## src/rtl/rtc_bus_responder.sv

```systemverilog
// RTC device model on a multiplexed active-low AD bus: synchronized strobe decode,
// a BCD time register file and a free-running one-second prescaler.
module rtc_bus_responder #(
  parameter int TICK_CYCLES = 100_000_000,
  parameter int SYNC_STAGES = 2
) (
  input  logic       clk,
  input  logic       reset,
  input  logic       cs,
  input  logic       rd,
  input  logic       wr,
  input  logic       ad,
  input  logic [7:0] data_in,
  output logic [7:0] data_out,
  output logic       data_oe,
  output logic       tick
);

  localparam int PW = (TICK_CYCLES > 1) ? $clog2(TICK_CYCLES) : 1;
  localparam logic [PW-1:0] PRE_MAX = PW'(TICK_CYCLES - 1);

  typedef enum logic [1:0] {IDLE, ADDR, WDATA, RDATA} state_t;
  state_t state;

  logic [SYNC_STAGES-1:0] cs_sync, rd_sync, wr_sync, ad_sync;
  logic cs_s, rd_s, wr_s, ad_s;
  logic rd_prev, wr_prev, wr_rise, rd_fall;
  logic addr_commit, data_commit, read_start, read_hold;

  logic [7:0] addr, ctrl, sec, min, hour, day, month, year;
  logic [7:0] read_mux, last_day;
  logic [7:0] sec_n, min_n, hour_n, day_n, month_n, year_n;
  logic       c_sec, c_min, c_hour, c_day, c_month;
  logic [1:0] ymod;
  logic       leap;

  logic [PW-1:0] prescaler;
  logic          pending, wrap, step;

  // A field wraps at its limit, and also whenever it holds a non-decimal nibble.
  function automatic logic bcd_wraps(input logic [7:0] v, input logic [7:0] lim);
    return (v[7:4] > 4'd9) || (v[3:0] > 4'd9) || (v >= lim);
  endfunction

  function automatic logic [7:0] bcd_step(input logic [7:0] v, input logic [7:0] lim,
                                          input logic [7:0] base);
    logic [7:0] r;
    if (bcd_wraps(v, lim))   r = base;
    else if (v[3:0] == 4'd9) r = {v[7:4] + 4'd1, 4'd0};
    else                     r = {v[7:4], v[3:0] + 4'd1};
    return r;
  endfunction

  always_ff @(posedge clk or negedge reset) begin
    if (!reset) begin
      cs_sync <= '1;
      rd_sync <= '1;
      wr_sync <= '1;
      ad_sync <= '1;
      rd_prev <= 1'b1;
      wr_prev <= 1'b1;
    end else begin
      cs_sync <= {cs_sync[SYNC_STAGES-2:0], cs};
      rd_sync <= {rd_sync[SYNC_STAGES-2:0], rd};
      wr_sync <= {wr_sync[SYNC_STAGES-2:0], wr};
      ad_sync <= {ad_sync[SYNC_STAGES-2:0], ad};
      rd_prev <= rd_s;
      wr_prev <= wr_s;
    end
  end

  assign cs_s    = cs_sync[SYNC_STAGES-1];
  assign rd_s    = rd_sync[SYNC_STAGES-1];
  assign wr_s    = wr_sync[SYNC_STAGES-1];
  assign ad_s    = ad_sync[SYNC_STAGES-1];
  assign wr_rise = wr_s & ~wr_prev;
  assign rd_fall = ~rd_s & rd_prev;

  assign addr_commit = (state == ADDR)  && wr_rise && !cs_s;
  assign data_commit = (state == WDATA) && wr_rise && !cs_s;
  assign read_start  = (state == IDLE)  && rd_fall && !cs_s && ad_s && wr_s;
  assign read_hold   = !cs_s && !rd_s && ad_s && wr_s;

  always_comb begin
    read_mux = 8'h00;
    case (addr)
      8'h00:   read_mux = ctrl;
      8'h21:   read_mux = sec;
      8'h22:   read_mux = min;
      8'h23:   read_mux = hour;
      8'h24:   read_mux = day;
      8'h25:   read_mux = month;
      8'h26:   read_mux = year;
      default: read_mux = 8'h00;
    endcase
  end

  // A pending write strobe outranks a read; the read snapshot is frozen while data_oe is high.
  always_ff @(posedge clk or negedge reset) begin
    if (!reset) begin
      state    <= IDLE;
      data_out <= 8'h00;
      data_oe  <= 1'b0;
    end else begin
      case (state)
        IDLE: begin
          if (!cs_s && !wr_s) begin
            state <= ad_s ? WDATA : ADDR;
          end else if (read_start) begin
            state    <= RDATA;
            data_out <= read_mux;
            data_oe  <= 1'b1;
          end
        end
        ADDR, WDATA: begin
          if (cs_s || wr_rise) state <= IDLE;
        end
        RDATA: begin
          if (!read_hold) begin
            state   <= IDLE;
            data_oe <= 1'b0;
          end
        end
        default: state <= IDLE;
      endcase
    end
  end

  // Feb is leap when the two-digit BCD year is divisible by 4 (10 = 2 mod 4).
  assign ymod = year[1:0] + {year[4], 1'b0};
  assign leap = (ymod == 2'b00);

  always_comb begin
    last_day = 8'h31;
    case (month)
      8'h02:                      last_day = leap ? 8'h29 : 8'h28;
      8'h04, 8'h06, 8'h09, 8'h11: last_day = 8'h30;
      default:                    last_day = 8'h31;
    endcase
  end

  assign c_sec   = bcd_wraps(sec, 8'h59);
  assign sec_n   = bcd_step(sec, 8'h59, 8'h00);
  assign c_min   = c_sec && bcd_wraps(min, 8'h59);
  assign min_n   = c_sec ? bcd_step(min, 8'h59, 8'h00) : min;
  assign c_hour  = c_min && bcd_wraps(hour, 8'h23);
  assign hour_n  = c_min ? bcd_step(hour, 8'h23, 8'h00) : hour;
  assign c_day   = c_hour && bcd_wraps(day, last_day);
  assign day_n   = c_hour ? bcd_step(day, last_day, 8'h01) : day;
  assign c_month = c_day && bcd_wraps(month, 8'h12);
  assign month_n = c_day ? bcd_step(month, 8'h12, 8'h01) : month;
  assign year_n  = c_month ? bcd_step(year, 8'h99, 8'h00) : year;

  assign wrap = !ctrl[0] && (prescaler == PRE_MAX);
  assign step = (wrap && !data_commit) || pending;

  // A bus write colliding with a wrap wins; the increment and tick slip one cycle.
  always_ff @(posedge clk or negedge reset) begin
    if (!reset) begin
      addr      <= 8'h00;
      ctrl      <= 8'h00;
      sec       <= 8'h00;
      min       <= 8'h00;
      hour      <= 8'h00;
      day       <= 8'h01;
      month     <= 8'h01;
      year      <= 8'h00;
      prescaler <= '0;
      pending   <= 1'b0;
      tick      <= 1'b0;
    end else begin
      tick    <= 1'b0;
      pending <= wrap && data_commit;
      if (!ctrl[0]) prescaler <= wrap ? '0 : prescaler + 1'b1;
      if (addr_commit) addr <= data_in;
      if (step) begin
        sec   <= sec_n;
        min   <= min_n;
        hour  <= hour_n;
        day   <= day_n;
        month <= month_n;
        year  <= year_n;
        tick  <= 1'b1;
      end
      if (data_commit) begin
        case (addr)
          8'h00:   ctrl  <= data_in;
          8'h21:   sec   <= data_in;
          8'h22:   min   <= data_in;
          8'h23:   hour  <= data_in;
          8'h24:   day   <= data_in;
          8'h25:   month <= data_in;
          8'h26:   year  <= data_in;
          default: ;
        endcase
      end
    end
  end

endmodule

```

## config.mk

```make
export PLATFORM = sky130hd
export DESIGN_NAME = rtc_bus_responder
export DESIGN_NICKNAME = d
export VERILOG_FILES = /design/src/rtl/rtc_bus_responder.sv
export SDC_FILE = /design/constraint.sdc
export NUM_CORES = 1
export LEC_CHECK = 0
export ABC_CLOCK_PERIOD_IN_PS = 3600
export CAP_MARGIN = 20
export CORE_MARGIN = 5
export CORE_UTILIZATION = 55
export DETAILED_ROUTE_END_ITERATION = 7
export GPL_TIMING_DRIVEN = 1
export PLACE_DENSITY = 0.83
export SYNTH_ARGS = -nofsm -noshare
export SYNTH_HDL_FRONTEND = slang
export SYNTH_SLANG_ARGS = --single-unit
```

## constraint.sdc

```tcl
create_clock -name clk -period 3.6 [get_ports clk]
set_input_delay 0.54 -clock clk [delete_from_list [all_inputs] [get_ports clk]]
set_output_delay 0.54 -clock clk [all_outputs]
set_load 0.05 [all_outputs]
```

# Word level (Yosys, flattened, before mapping)
# Cells that the tools add are included.
totals:
  n_memories: 0
  mem_bits_rw: 0
  rom_bits: 0
  ff_bits: 114
  in_bits: 14
  latch_bits: 0
op_classes:
  n_div: 0
  mux: 50
  n_shift: 0
  bitwise_logic: 5
  n_addsub: 14
  order_cmp: 18
  eq_ne: 26
  multipliers: 0
  reduce_logical: 48
ops:
  columns: ["cell", "count"]
  rows:
  - ["8-bit 2-to-1 mux", 35]
  - ["8-bit case mux with 7 select lines", 1]
  - ["4-bit by 1-bit adder with 4-bit output, second input constant", 12]
  - ["8-bit by 6-bit == test with 1-bit output, second input constant", 6]
  - ["4-bit greater-than comparator, second input constant", 12]
  - ["27-bit by 1-bit adder with 27-bit output, second input constant", 1]
  - ["27-bit == test, second input constant", 1]
  - ["27-bit 2-to-1 mux", 1]
  - ["4-bit == test, second input constant", 6]
  - ["1-bit logical AND", 19]
  - ["8-bit by 3-bit == test with 1-bit output, second input constant", 2]
  - ["8-bit by 7-bit greater-or-equal comparator with 1-bit output, second input constant", 2]
  - ["1-bit logical OR", 14]
  - ["2-bit 2-to-1 mux", 5]
  - ["5-bit case mux with 2 select lines", 1]
  - ["8-bit by 2-bit == test with 1-bit output, second input constant", 1]
  - ["8-bit by 4-bit == test with 1-bit output, second input constant", 1]
  - ["8-bit by 5-bit == test with 1-bit output, second input constant", 1]
  - ["8-bit by 5-bit greater-or-equal comparator with 1-bit output, second input constant", 1]
  - ["8-bit by 6-bit greater-or-equal comparator with 1-bit output, second input constant", 1]
  - ["8-bit greater-or-equal comparator", 1]
  - ["8-bit greater-or-equal comparator, second input constant", 1]
  - ["8-bit zero test", 1]
  - ["2-bit inequality test, second input constant", 4]
  - ["other kinds (17)", 31]

# Depth between registers and ports, before layout
# Gate-level depths: netlist of run 1.
depth:
  word_depth: 12
  depth_mapped: 14
  mapped_depth_nobuf: 13

# Least setup slack after synthesis of run 1
# Ideal clock, no wire load.
synth_timing:
  kind: "reg-to-reg"
  start: "register month[5]"
  end: "register year[2]"
  period_less_slack_ns: 3.369
  path_stages_with_launch: 14
  t_arrival_ns: 3.243
  setup_time_ns: 0.126
  t_required_ns: 3.474
  setup_slack_ns: 0.231
  n_path_buf: 1
  cell_sequence: "dfrtp_1 -> inv_1 -> ha_1 -> mux2_2 -> a32o_1 -> a21oi_1 -> ha_1 -> or4b_2 -> o211ai_1 -> a32oi_1 -> nand4_1 -> clkbuf_1 -> nor4_1 -> a221o_1"
synth_via:
  elab_chain_len: 11
synth_rtl:
  columns: ["item", "line", "text"]
  rows:
  - ["start, declared", "30", "logic [7:0] addr, ctrl, sec, min, hour, day, month, year;"]
  - ["start signal, assigned", "181", "month <= month_n;"]
  - ["start signal, assigned", "192", "8'h25: month <= data_in;"]
  - ["8-bit by 3-bit == test with 1-bit output (tied with other cells)", "135", "case (month)"]
  - ["4-bit OR reduction", "135", null]
  - ["5-bit case mux with 2 select lines", "135", null]
  - ["8-bit greater-or-equal comparator", "42", "return (v[7:4] > 4'd9) || (v[3:0] > 4'd9) || (v >= lim);"]
  - ["1-bit logical OR", "42", null]
  - ["1-bit logical AND", "148", "assign c_day = c_hour && bcd_wraps(day, last_day);"]
  - ["1-bit logical AND *", "150", "assign c_month = c_day && bcd_wraps(month, 8'h12);"]
  - ["8-bit 2-to-1 mux *", "152", "assign year_n = c_month ? bcd_step(year, 8'h99, 8'h00) : year;"]
  - ["8-bit 2-to-1 mux *", "176", "if (step) begin"]
  - ["8-bit 2-to-1 mux", "186", "case (addr)"]
  - ["8-bit 2-to-1 mux *", "185", "if (data_commit) begin"]
  - ["end signal, assigned", "182", "year <= year_n;"]
  - ["end signal, assigned", "193", "8'h26: year <= data_in;"]
  - ["end, declared", "30", null]
# Mark *: on every way between the ends. The rest lies on a longest branch, timed or not.
# A chain may end at the register's enable or synchronous reset.

# Worst setup path in the final report of run 1
layout_timing:
  start: "register month[4]"
  end: "register day[5]"
layout_via:
  elab_chain_len: 10
layout_rtl:
  columns: ["item", "line", "text"]
  rows:
  - ["8-bit by 3-bit == test with 1-bit output (tied with other cells)", "135", null]
  - ["4-bit OR reduction", "135", null]
  - ["5-bit case mux with 2 select lines *", "135", null]
  - ["8-bit greater-or-equal comparator *", "42", null]
  - ["1-bit logical OR *", "42", null]
  - ["8-bit 2-to-1 mux *", "48", "if (bcd_wraps(v, lim)) r = base;"]
  - ["8-bit 2-to-1 mux *", "149", "assign day_n = c_hour ? bcd_step(day, last_day, 8'h01) : day;"]
  - ["8-bit 2-to-1 mux *", "176", null]
  - ["8-bit 2-to-1 mux", "186", null]
  - ["8-bit 2-to-1 mux *", "185", null]
  - ["end signal, assigned", "180", "day <= day_n;"]
  - ["end signal, assigned", "191", "8'h24: day <= data_in;"]
  - ["end, declared", "30", null]
# Marks and branches as above.

==> reports/metrics.cfg, run 1 <==
[logic_synthesis]
synthDistinctLibCells = 70
synth_area_leaders = dfrtp_1 (38%), ha_1 (4.8%), nand2_1 (4.7%)
syn_inst = 730
avgSynthCellArea_sq_um = 9.228
syn_area_sq_um = 6736
yosys-top-cells-count = dfrtp_1 (102), nand2_1 (85), nor2_1 (69)
ys_ff_latch = 114
synth_top_area_share_pct = 37.89
synthFlopType = dfrtp_1
synthArstFlopShare_pct = 100.0
yosys_warnings = 0
yosysMostFrequentCell = dfrtp_1
synth-edff-count = 0
seq_area_frac_synth_pct = 42.57
synth_top_area_cell = dfrtp_1
syn-num-nets = 770

[die]
fp.dieW_um = 120.7
rows = 40
core_area_sq_um = 12010
die_y_um = 120.7
initial_utilization_pct = 56.08
io_pins = 24
die-area_sq_um = 14560

[pwr]
vdd_drop_max_uv = 332.9
swShare_pct = 30.27
power_density_nw_per_um2 = 530.5
pwr-share-seq_pct = 41.2
p_int_mw = 2.854
p_leak_nw = 3.226
p_clk_share_pct = 41.4
combPwrFrac_pct = 17.5
switchingPower_mw = 1.239

[global_route]
grt_max_degree = 53
antenna_found_initial = 0
grt_usage_pct = 25.84
grt.overflow.total = 0
first_global_vias = 5899
grt_pass1_wl_um = 29730

[worst_setup_path]
critPathLaunchType = flip-flop
worst_path_most_repeated_cell = ha_1
worstPathCellList = inv_1 -> ha_1 -> mux2_2 -> a32o_1 -> a21oi_1 -> ha_1 -> or4b_2 -> o211ai_1 -> a32oi_2 -> nor4_1 -> buf_4 -> nand4_1 -> o311ai_0
arrival_ns = 3.79
critPathTopFamily = simple AND/OR/NAND/NOR gates
cp_slowest_stage_delay_ns = 0.66
critPathSlowestCell = or4b_2
crit_fanout = 6
crit_buf_inv = 2
critPathCaptureType = flip-flop
r2r-start = month[4]$_DFF_PN0_
crit_required_ns = 3.89
reg2reg_setup_slack_ns = 0.11
crit_path_start = month[4]$_DFF_PN0_
reg2reg_depth = 13
cp.depth = 13
path_class = flip-flop to flip-flop
timing.rr.end = day[5]$_DFF_PN0_

[clock_tree]
clk_pin_slew_worst_paths_ns = 0.05
htree_levels = 4
numCtsBuffers = 17
cts_tree = built
clockBufferDepth = 2
cts.sinks = 114
root_buffer = clkbuf_16
worstSkewPairLatency_ns = 0.42

[detailed_routing]
first_pass_iters = 6
highest-signal-layer = met4
wl_per_cell_um = 20.30
vias_per_cell = 6.607
wl_met2_um = 8887
initialDrtViolationCount = 847
vias = 6012
wl_met1_um = 7212
antenna_left = 0
drc = 0
routed_wl_um = 18480
met3WireLength_um = 1629

[sta]
drv_slew = 0
skew_ns = 0.008958
setup_viol = 0
timing.final.crit_share_pct = 97.04
hold_viol = 0
worst_slew_margin_rel_pct = 39.21
tightest_slew_ns = 0.8992
fmax_mhz = 286.2
fin_tns_setup_ns = 0
min_period_ns = 3.494

[placement]
port_buffers = 23
hpwl_um = 12350
gp_congestion = 0.9472

[layout]
fin_nets = 790
layout-drive-gt1-share_pct = 12.84
area_growth_pct = 14.52
finalCoreUtilization_pct = 64.23
num_antenna_cells = 0
fillers = 924

[run]
max_cap_violations = 0

[outcome]
status = finished clean

[hold_path]
hold_class = input pin to async pin

-- cell families after synthesis --
logic type | synth area share [%]
buffers and inverters | 3.548
multiplexers | 5.646
AO/OA/AOI/OAI | 16.31
adder cells (fa/ha/maj) | 4.829
AND/OR/NAND/NOR | 23.07
flip-flops | 42.57
XOR/XNOR | 4.030
-- power groups by stage --
| stage | Clock, mW | Sequential, mW | Combinational, mW |
|---|---|---|---|
| 5_1_grt | 1.77 | 1.71 | 0.798 |
| 3_3_place_gp | 0 | 1.68 | 0.660 |
| 2_1_floorplan | 0 | 1.59 | 0.566 |
| 3_5_place_dp | 0 | 1.70 | 0.699 |
| 6_report | 1.69 | 1.69 | 0.714 |
| 4_1_cts | 1.71 | 1.68 | 0.706 |
-- state kept, by name (all words and copies together) (netlist names), 2 cells and up --
name       count
ad_sync        2
sec            8
min            8
state          2
prescaler     27
month          8
cs_sync        2
addr           8
year           8
day            8
data_out       8
ctrl           8
wr_sync        2
hour           8
rd_sync        2
-- layout by cell type, fill, tap and decap left out, drive strengths merged, types with 4 or more instances in the layout --
| master | synthesis | layout |
|---|---|---|
| or4 | 4 | 4 |
| nor3 | 16 | 16 |
| o21ai | 51 | 51 |
| a32oi | 4 | 4 |
| a21oi | 26 | 26 |
| inv | 27 | 27 |
| nor4 | 13 | 13 |
| nor4b | 4 | 4 |
| mux2 | 24 | 24 |
| a22o | 16 | 16 |
| a31oi | 9 | 9 |
| buf | 8 | 13 |
| xnor2 | 15 | 15 |
| ha | 26 | 26 |
| nor3b | 6 | 6 |
| dfstp | 12 | 12 |
| nand2b | 4 | 4 |
| nand4 | 17 | 17 |
| dfrtp | 102 | 102 |
| and4 | 4 | 4 |
| nor2 | 69 | 69 |
| nand3 | 37 | 37 |
| nand2 | 85 | 85 |
| and2 | 6 | 6 |
| clkbuf | 26 | 22 |
| xor2 | 16 | 16 |
| a22oi | 15 | 15 |
| nor2b | 6 | 6 |
| and3 | 12 | 12 |
| o211ai | 6 | 6 |
| o31ai | 9 | 9 |
| clkinv | 0 | 5 |
| mux2i | 11 | 11 |
| clkdlybuf4s50 | 0 | 22 |
-- through the flow --
step	hold slack (ns)	std cells	power, mW	worst slack (ns)	cell area (sq um)
2_1_floorplan	0.2444	730	2.160	0.2314	6736
3_3_place_gp	0.3457	875	2.339	0.1966	7084
3_5_place_dp	0.3468	875	2.395	0.04184	7084
4_1_cts	0.1740	907	4.089	0.02504	7672
5_1_grt	0.2029	910	4.275	-0.09885	7715
6_report	0.1578	910	4.092	0.1064	7715
-- how the worst max path moves through the flow --
stage and to:
2_1_floorplan year[2]$_DFF_PN0_, 3_3_place_gp year[4]$_DFF_PN0_, 3_5_place_dp year[4]$_DFF_PN0_, 4_1_cts year[4]$_DFF_PN0_, 5_1_grt day[5]$_DFF_PN0_, 6_report day[5]$_DFF_PN0_
-- layer usage --
layer	track usage [%]	vias up
met5	0	-
met4	13.74	0
met3	6.361	85
met2	41.95	356
met1	31.80	2869
li1	-	2702
-- repair_timing --
action                                  CTS  global route
setup buffers                             0             3
hold buffers                              0             0
endpoints found under the setup margin    0            14
resized for setup                         0             4
-- cell type report --
type,instances,area (sq um),share of cell area (%)
Clock buffer,22,454.2,5.887
Clock inverter,10,133.9,1.735
Inverter,27,101.3,1.314
Multi-Input combinational cell,555,3656,47.39
Sequential cell,114,2868,37.17
Tap cell,147,183.9,2.384
Timing Repair Buffer,35,317.8,4.119
Power figures use the tool's default switching activity.
==> run 2: changes to the inputs <==
--- a/config.mk
+++ b/config.mk
@@ -5,6 +5,7 @@
 export SDC_FILE = /design/constraint.sdc
 export NUM_CORES = 1
 export LEC_CHECK = 0
+export ABC_AREA = 1
 export ABC_CLOCK_PERIOD_IN_PS = 3600
 export CAP_MARGIN = 20
 export CORE_MARGIN = 5
==> run 2 against run 1 <==
Compared with the run above: first-iteration DRC count is 15% lower; worst hold slack better by 0.091 ns; worst setup slack better by 0.75 ns; highest routed layer unchanged.
==> reports/metrics.cfg, run 2 <==
[worst_setup_path]
crit_end = month[3]$_DFF_PN0_
worstPathCellList = inv_1 -> ha_1 -> nand2_1 -> inv_1 -> nand4_1 -> o211ai_1 -> o21ai_0 -> ha_1 -> inv_1 -> nand4_1 -> a21oi_1 -> nor2_4 -> nand2_4 -> nor2_4 -> nand2_1 -> nand2_1 -> nand2_1 -> inv_1
crit_path_start = month[5]$_DFF_PN0_
timing.rr.end = month[3]$_DFF_PN0_
critPathLaunchType = flip-flop
reg2reg_setup_slack_ns = 0.85  ; +0.75 ns
critPathCaptureType = flip-flop
critPathSlowestCell = dfrtp_1
reg2reg_depth = 18  ; +5
arrival_ns = 3.05  ; -0.74 ns
r2r-start = month[5]$_DFF_PN0_
critPathTopFamily = simple AND/OR/NAND/NOR gates
path_class = flip-flop to flip-flop
cp_slowest_stage_delay_ns = 0.41  ; -0.25 ns
crit_buf_inv = 4  ; +2
crit_fanout = 9  ; +3
crit_required_ns = 3.91  ; +0.02 ns
cp.depth = 18  ; +5

[global_route]
grtUsageMet3_pct = 7.010  ; +0.65 points
grt_max_degree = 68  ; +28%
grt.overflow.total = 0  ; unchanged
first_global_vias = 6159  ; +4.4%
grt_pass1_wl_um = 29570  ; -0.56%
antenna_found_initial = 0  ; unchanged
grt_busiest_layer = met2
use_met2_pct = 39.92  ; -2.0 points
grt_usage_pct = 25.40  ; -0.44 points
use_met1_pct = 33.34  ; +1.5 points

[die]
initial_utilization_pct = 56.57  ; +0.49 points
io_pins = 24  ; unchanged
core_area_sq_um = 12160  ; +1.3%
fp.dieW_um = 121.8  ; +0.97%
rows = 40  ; unchanged
die-area_sq_um = 14850  ; +2.0%
die_y_um = 121.8  ; +0.97%

[detailed_routing]
initialDrtViolationCount = 718  ; -15%
routed_wl_um = 17640  ; -4.5%
first_pass_iters = 5  ; -1
wl_per_cell_um = 15.02  ; -26%
vias_per_cell = 5.438  ; -18%
vias = 6390  ; +6.3%
drc = 0  ; unchanged
antenna_left = 0  ; unchanged

[layout]
fin_cells = 1175  ; +29%
layout_common_cells = nand2_1 (274), inv_1 (154), dfrtp_1 (102)
final_common_cell = nand2_1
top_register = prescaler
num_antenna_cells = 0  ; unchanged
layout-drive-gt1-share_pct = 7.249  ; -5.6 points
finalCoreUtilization_pct = 64.81  ; +0.59 points
fillers = 1053  ; +14%
fin_nets = 1034  ; +31%
area_growth_pct = 14.57  ; about the same
largest_reg_flops = 27  ; unchanged

[logic_synthesis]
syn-num-nets = 997  ; +29%
synthMuxAreaShare_pct = 0  ; -5.6 points
synth-xor-area-share_pct = 1.655  ; -2.4 points
syn_area_sq_um = 6880  ; +2.1%
seq_area_frac_synth_pct = 41.68  ; -0.89 points
synth_area_leaders = dfrtp_1 (37%), nand2_1 (15%), inv_1 (8.4%)
avgSynthCellArea_sq_um = 7.189  ; -22%
yosys.area_share.simple_pct = 31.21  ; +8.1 points
syn_inst = 957  ; +31%
synth_compound_area_share_pct = 11.07  ; -5.2 points
synthFlopType = dfrtp_1
yosys-top-cells-count = nand2_1 (274), inv_1 (154), dfrtp_1 (102)
synthDistinctLibCells = 34  ; -51%
synth_top_family_by_area = simple AND/OR/NAND/NOR gates
synthAdderAreaFrac_pct = 4.728  ; -0.10 points
synth_top_area_cell = dfrtp_1
synthArstFlopShare_pct = 100.0  ; unchanged
synth-edff-count = 0  ; unchanged
yosysMostFrequentCell = nand2_1
synth_top_area_share_pct = 37.10  ; -0.79 points
ys_ff_latch = 114  ; unchanged
yosys_warnings = 0  ; unchanged

[sta]
fin_tns_setup_ns = 0  ; unchanged
timing.final.crit_share_pct = 76.31  ; -21 points
hold_viol = 0  ; unchanged
fmax_mhz = 364.0  ; +27%
setup_viol = 0  ; unchanged
worst_slew_margin_rel_pct = 43.07  ; +3.9 points
skew_ns = 0.008746  ; -0.0002112 ns
drv_slew = 0  ; unchanged
rsz0062_at_grt = false
min_period_ns = 2.747  ; -0.7465 ns
hold_slack_ns = 0.2492  ; +0.09136 ns
tightest_slew_ns = 0.8539  ; -0.04531 ns

[pwr]
power_density_nw_per_um2 = 461.6  ; -13%
p_leak_nw = 4.178  ; +30%
vdd_drop_max_uv = 287.9  ; -14%

[placement]
dp_cells = 1143  ; +31%
gp_congestion = 0.9958  ; +5.1%
hpwl_um = 12690  ; +2.7%
port_buffers = 23  ; unchanged

[clock_tree]
clockBufferDepth = 2  ; unchanged
clk_pin_slew_worst_paths_ns = 0.06  ; about the same
cts_tree = built
worstSkewPairLatency_ns = 0.42  ; about the same
root_buffer = clkbuf_16
cts_setup_buffers = 0  ; unchanged
hold_buffers = 0  ; unchanged
cts.sinks = 114  ; unchanged
numCtsBuffers = 17  ; unchanged
htree_levels = 4  ; unchanged
cts_resized = 0  ; unchanged

[hold_path]
hold_class = input pin to async pin

[outcome]
status = finished clean

[run]
max_cap_violations = 0  ; unchanged

[run 2: kinds of logic (layout without fill, tap and decap cells)]
group / count (synthesis) / after routing
simple gates: 495 / 495
buf+inv: 169 / 219
fa+ha+maj: 26 / 26
xor+xnor: 13 / 13
compound gates: 140 / 140
flops: 114 / 114
[run 2: worst min-delay path by stage]
stage / slack, ns / from / cells after the start / end
global placement: 0.35 / ad_sync[0]$_DFF_PN1_ / 0 / ad_sync[1]$_DFF_PN1_
detailed placement: 0.35 / rd_sync[0]$_DFF_PN1_ / 0 / rd_sync[1]$_DFF_PN1_
global route: 0.32 / reset / 1 / prescaler[12]$_DFFE_PN0N_
CTS: 0.27 / reset / 1 / prescaler[9]$_DFFE_PN0N_
floorplan: 0.24 / reset / 0 / addr[0]$_DFFE_PN0P_
finish: 0.25 / reset / 1 / prescaler[9]$_DFFE_PN0N_
[run 2: where the power goes]
group          switching, mW  internal (mW)
clock                  0.614           1.00
sequential             0.105           1.40
combinational          0.344          0.176
total                   1.06           2.58
[run 2: worst reg2reg max path: cells and delay by family, from the launching register on]
kind | cells | cell delay, ns
adders and majority gates | 2 | 0.45
and+or+nand+nor | 9 | 0.86
AOI/OAI and AO/OA | 3 | 0.62
DFF | 1 | 0.41
buffers and inverters | 4 | 0.30
[run 2: metal layers]
| metal | part of all wire, % | wire length [um] | up-vias |
|---|---|---|---|
| met2 | 46 | 8197 | 247 |
| met1 | 43 | 7561 | 2964 |
| li1 | - | - | 3140 |
| met3 | 7.8 | 1382 | 39 |
| met5 | 0 | 0 | - |
| met4 | 2.9 | 503 | 0 |
[run 2: final cells by class]
class	instances	area [sq um]	share of cell area (%)
Multi-Input combinational cell	674	3348	42.48
Sequential cell	114	2868	36.38
Inverter	160	606.8	7.698
Clock buffer	22	508.0	6.444
Timing Repair Buffer	27	270.3	3.429
Tap cell	168	210.2	2.667
Clock inverter	10	71.32	0.9048
[run 2: per-stage QoR]
step | worst slack (ns) | power, mW | area (sq um)
6_report | 0.8529 | 3.639 | 7883
5_1_grt | 0.5454 | 3.816 | 7883
4_1_cts | 0.8754 | 3.653 | 7883
3_5_place_dp | 0.9061 | 2.034 | 7303
3_3_place_gp | 1.040 | 2.013 | 7303
2_1_floorplan | 1.223 | 1.852 | 6880
==> run 3: changes to the inputs <==
--- a/config.mk
+++ b/config.mk
@@ -6,13 +6,13 @@
 export NUM_CORES = 1
 export LEC_CHECK = 0
 export ABC_AREA = 1
-export ABC_CLOCK_PERIOD_IN_PS = 3600
+export ABC_CLOCK_PERIOD_IN_PS = 2800
 export CAP_MARGIN = 20
 export CORE_MARGIN = 5
 export CORE_UTILIZATION = 55
 export DETAILED_ROUTE_END_ITERATION = 7
 export GPL_TIMING_DRIVEN = 1
-export PLACE_DENSITY = 0.83
+export PLACE_DENSITY = 0.8
 export SYNTH_ARGS = -nofsm -noshare
 export SYNTH_HDL_FRONTEND = slang
 export SYNTH_SLANG_ARGS = --single-unit
==> constraint.sdc (replaced) <==
create_clock -name clk -period 2.8 [get_ports clk]
set_input_delay 0.42 -clock clk [delete_from_list [all_inputs] [get_ports clk]]
set_output_delay 0.42 -clock clk [all_outputs]
set_load 0.05 [all_outputs]
==> run 3 against run 2 <==
Compared with the run above: cell count up 0.68%; global-route usage decreased by 0.11 points; sequential power rose by 29%; non-clock buffer count increased by 7; worst setup slack lost 0.70 ns; sequential share of layout area down 0.65 points; clock skew decreased by 0.0028 ns; clock power grew 49%; first-iteration DRC count rose by 4.2%; utilization grew 1.2 points; largest cell class unchanged; largest power group unchanged.
==> reports/metrics.cfg, run 3 (synthesis results as in run 2) <==
[outcome]
status = finished clean

[global_route]
grt_max_degree = 60  ; -12%
grt.overflow.total = 0  ; unchanged
first_global_vias = 5880  ; -4.5%
grt_pass1_wl_um = 29090  ; -1.6%
grt_usage_pct = 25.29  ; -0.11 points
antenna_found_initial = 0  ; unchanged

[detailed_routing]
antenna_left = 0  ; unchanged
drc = 0  ; unchanged
vias = 6440  ; +0.78%
routed_wl_um = 17860  ; +1.2%
wl_per_cell_um = 15.10  ; +0.54%
vias_per_cell = 5.444  ; +0.10%
initialDrtViolationCount = 748  ; +4.2%
first_pass_iters = 6  ; +1

[worst_setup_path]
arrival_ns = 2.97  ; -0.08 ns
cp_slowest_stage_delay_ns = 0.58  ; +0.17 ns
critPathSlowestCell = dfstp_2
crit_required_ns = 3.12  ; -0.79 ns
critPathCaptureType = flip-flop
timing.rr.end = year[6]$_DFF_PN0_
crit_fanout = 7  ; -2
reg2reg_depth = 17  ; -1
critPathLaunchType = flip-flop
r2r-start = month[0]$_DFF_PN1_
reg2reg_setup_slack_ns = 0.15  ; -0.70 ns
worstPathCellList = nand2_1 -> inv_1 -> nand2_1 -> inv_2 -> o21ai_0 -> o211ai_1 -> o21ai_0 -> ha_1 -> inv_1 -> nand4_1 -> a21oi_2 -> nor2_4 -> buf_4 -> nand4_1 -> nand3_1 -> nand2_1 -> inv_1
path_class = flip-flop to flip-flop

[layout]
final_common_cell = nand2_1
final_area_sq_um = 8030  ; +1.9%
num_antenna_cells = 0  ; unchanged
layout_common_cells = nand2_1 (274), inv_1 (152), dfrtp_1 (101)
fin_cells = 1183  ; +0.68%
top_register = prescaler
area_growth_pct = 16.71
largest_reg_flops = 27  ; unchanged
fin_nets = 1042  ; +0.77%
layout-drive-gt1-share_pct = 8.670  ; +1.4 points

[sta]
tightest_slew_ns = 0.7592  ; -0.09464 ns
worst_slew_margin_rel_pct = 48.92  ; +5.8 points
drv_slew = 0  ; unchanged
min_period_ns = 2.649  ; -0.09786 ns
fmax_mhz = 377.5  ; +3.7%
setup_viol = 0  ; unchanged
skew_ns = 0.005950  ; -0.002797 ns
hold_viol = 0  ; unchanged
timing.final.crit_share_pct = 94.62  ; +18 points
fin_tns_setup_ns = 0  ; unchanged

[placement]
gp_congestion = 0.9532  ; -4.3%
hpwl_um = 12650  ; -0.25%
port_buffers = 23  ; unchanged
dp_cells = 1144  ; +0.087%
dpl_cell_area_sq_um = 7311  ; +0.10%

[clock_tree]
cts.sinks = 114  ; unchanged
clk_pin_slew_worst_paths_ns = 0.06  ; about the same
cts_tree = built
clockBufferDepth = 2  ; unchanged
root_buffer = clkbuf_16
worstSkewPairLatency_ns = 0.43  ; about the same
numCtsBuffers = 17  ; unchanged
htree_levels = 4  ; unchanged

[run]
max_cap_violations = 0  ; unchanged

[hold_path]
hold_path_depth = 0
hold_class = flip-flop to flip-flop
hp-start = rd_sync[0]$_DFF_PN1_
min_to = rd_sync[1]$_DFF_PN1_

[die]
rows = 40  ; unchanged
die-area_sq_um = 14850  ; unchanged
io_pins = 24  ; unchanged
initial_utilization_pct = 56.57  ; unchanged
die_y_um = 121.8  ; unchanged
fp.dieW_um = 121.8  ; unchanged
core_area_sq_um = 12160  ; unchanged

[pwr]
vdd_drop_max_uv = 455.1  ; +58%
power_mw = 5.037  ; +38%
power_density_nw_per_um2 = 627.2  ; +36%
p_leak_nw = 4.246  ; +1.6%

run 3: cell count changes in the layout (fill, tap and decap cells not counted), sizes merged:
cell,change
inv,+2
clkinv,-1
buf,+6
nand2,+1
dlygate4sd3,+1
clkbuf,-5
bufinv,+5
clkinvlp,-1
run 3: power by group:
part	total [mW]	internal, mW	leakage (nW)	switching, mW
clock network	2.41	1.59	0.310	0.827
logic	0.689	0.231	2.61	0.458
registers	1.94	1.80	1.32	0.137
run 3: through the flow:
stage          hold slack, ns  utilization, %  worst slack (ns)
3_3_place_gp           0.3177           60.11            0.2194
6_report               0.3558           66.03            0.1507
4_1_cts                0.3538           65.59           0.08065
5_1_grt                0.3605           66.03         -0.005944
2_1_floorplan          0.1244               -            0.4229
3_5_place_dp           0.3222           60.11           0.09241
run 3: critical path: cells and delay by family (launching register included):
kind,cells,cell delay (ns)
flip-flops,1,0.58
buffers and inverters,5,0.41
adder cells (fa/ha/maj),1,0.28
AO/OA/AOI/OAI,4,0.56
AND/OR/NAND/NOR,7,0.73
run 3: layer usage:
layer / global-route usage [%] / share of wire [%]
met1: 35.32 / 44
met2: 38.64 / 46
met3: 6.407 / 7.0
met4: 8.263 / 2.3
met5: 0 / 0
run 3: worst max-delay path by stage:
stage	from	slack, ns	depth (start not counted)	to
floorplan	month[0]$_DFF_PN1_	0.42	18	month[3]$_DFF_PN0_
global placement	month[0]$_DFF_PN1_	0.22	15	day[4]$_DFF_PN0_
detailed placement	month[5]$_DFF_PN0_	0.09	15	day[2]$_DFF_PN0_
CTS	month[0]$_DFF_PN1_	0.08	15	day[2]$_DFF_PN0_
global route	month[0]$_DFF_PN1_	-0.006	17	year[1]$_DFF_PN0_
finish	month[0]$_DFF_PN1_	0.15	17	year[6]$_DFF_PN0_
run 3: cell type report:
| class | instances | area, sq um |
|---|---|---|
| Timing Repair Buffer | 34 | 325.3 |
| Sequential cell | 114 | 2869 |
| Tap cell | 168 | 210.2 |
| Clock buffer | 17 | 425.4 |
| Inverter | 160 | 606.8 |
| Fill cell | 1061 | 4131 |
| Clock inverter | 15 | 230.2 |
| Multi-Input combinational cell | 675 | 3363 |
run 3: repair_timing:
| item | CTS | global route |
|---|---|---|
| resized for setup | 0 | 6 |
| hold buffers | 1 | 0 |
| buffers inserted | 0 | 5 |
| endpoints found under the hold margin | 18 | 0 |
| setup endpoints to repair | 0 | 20 |
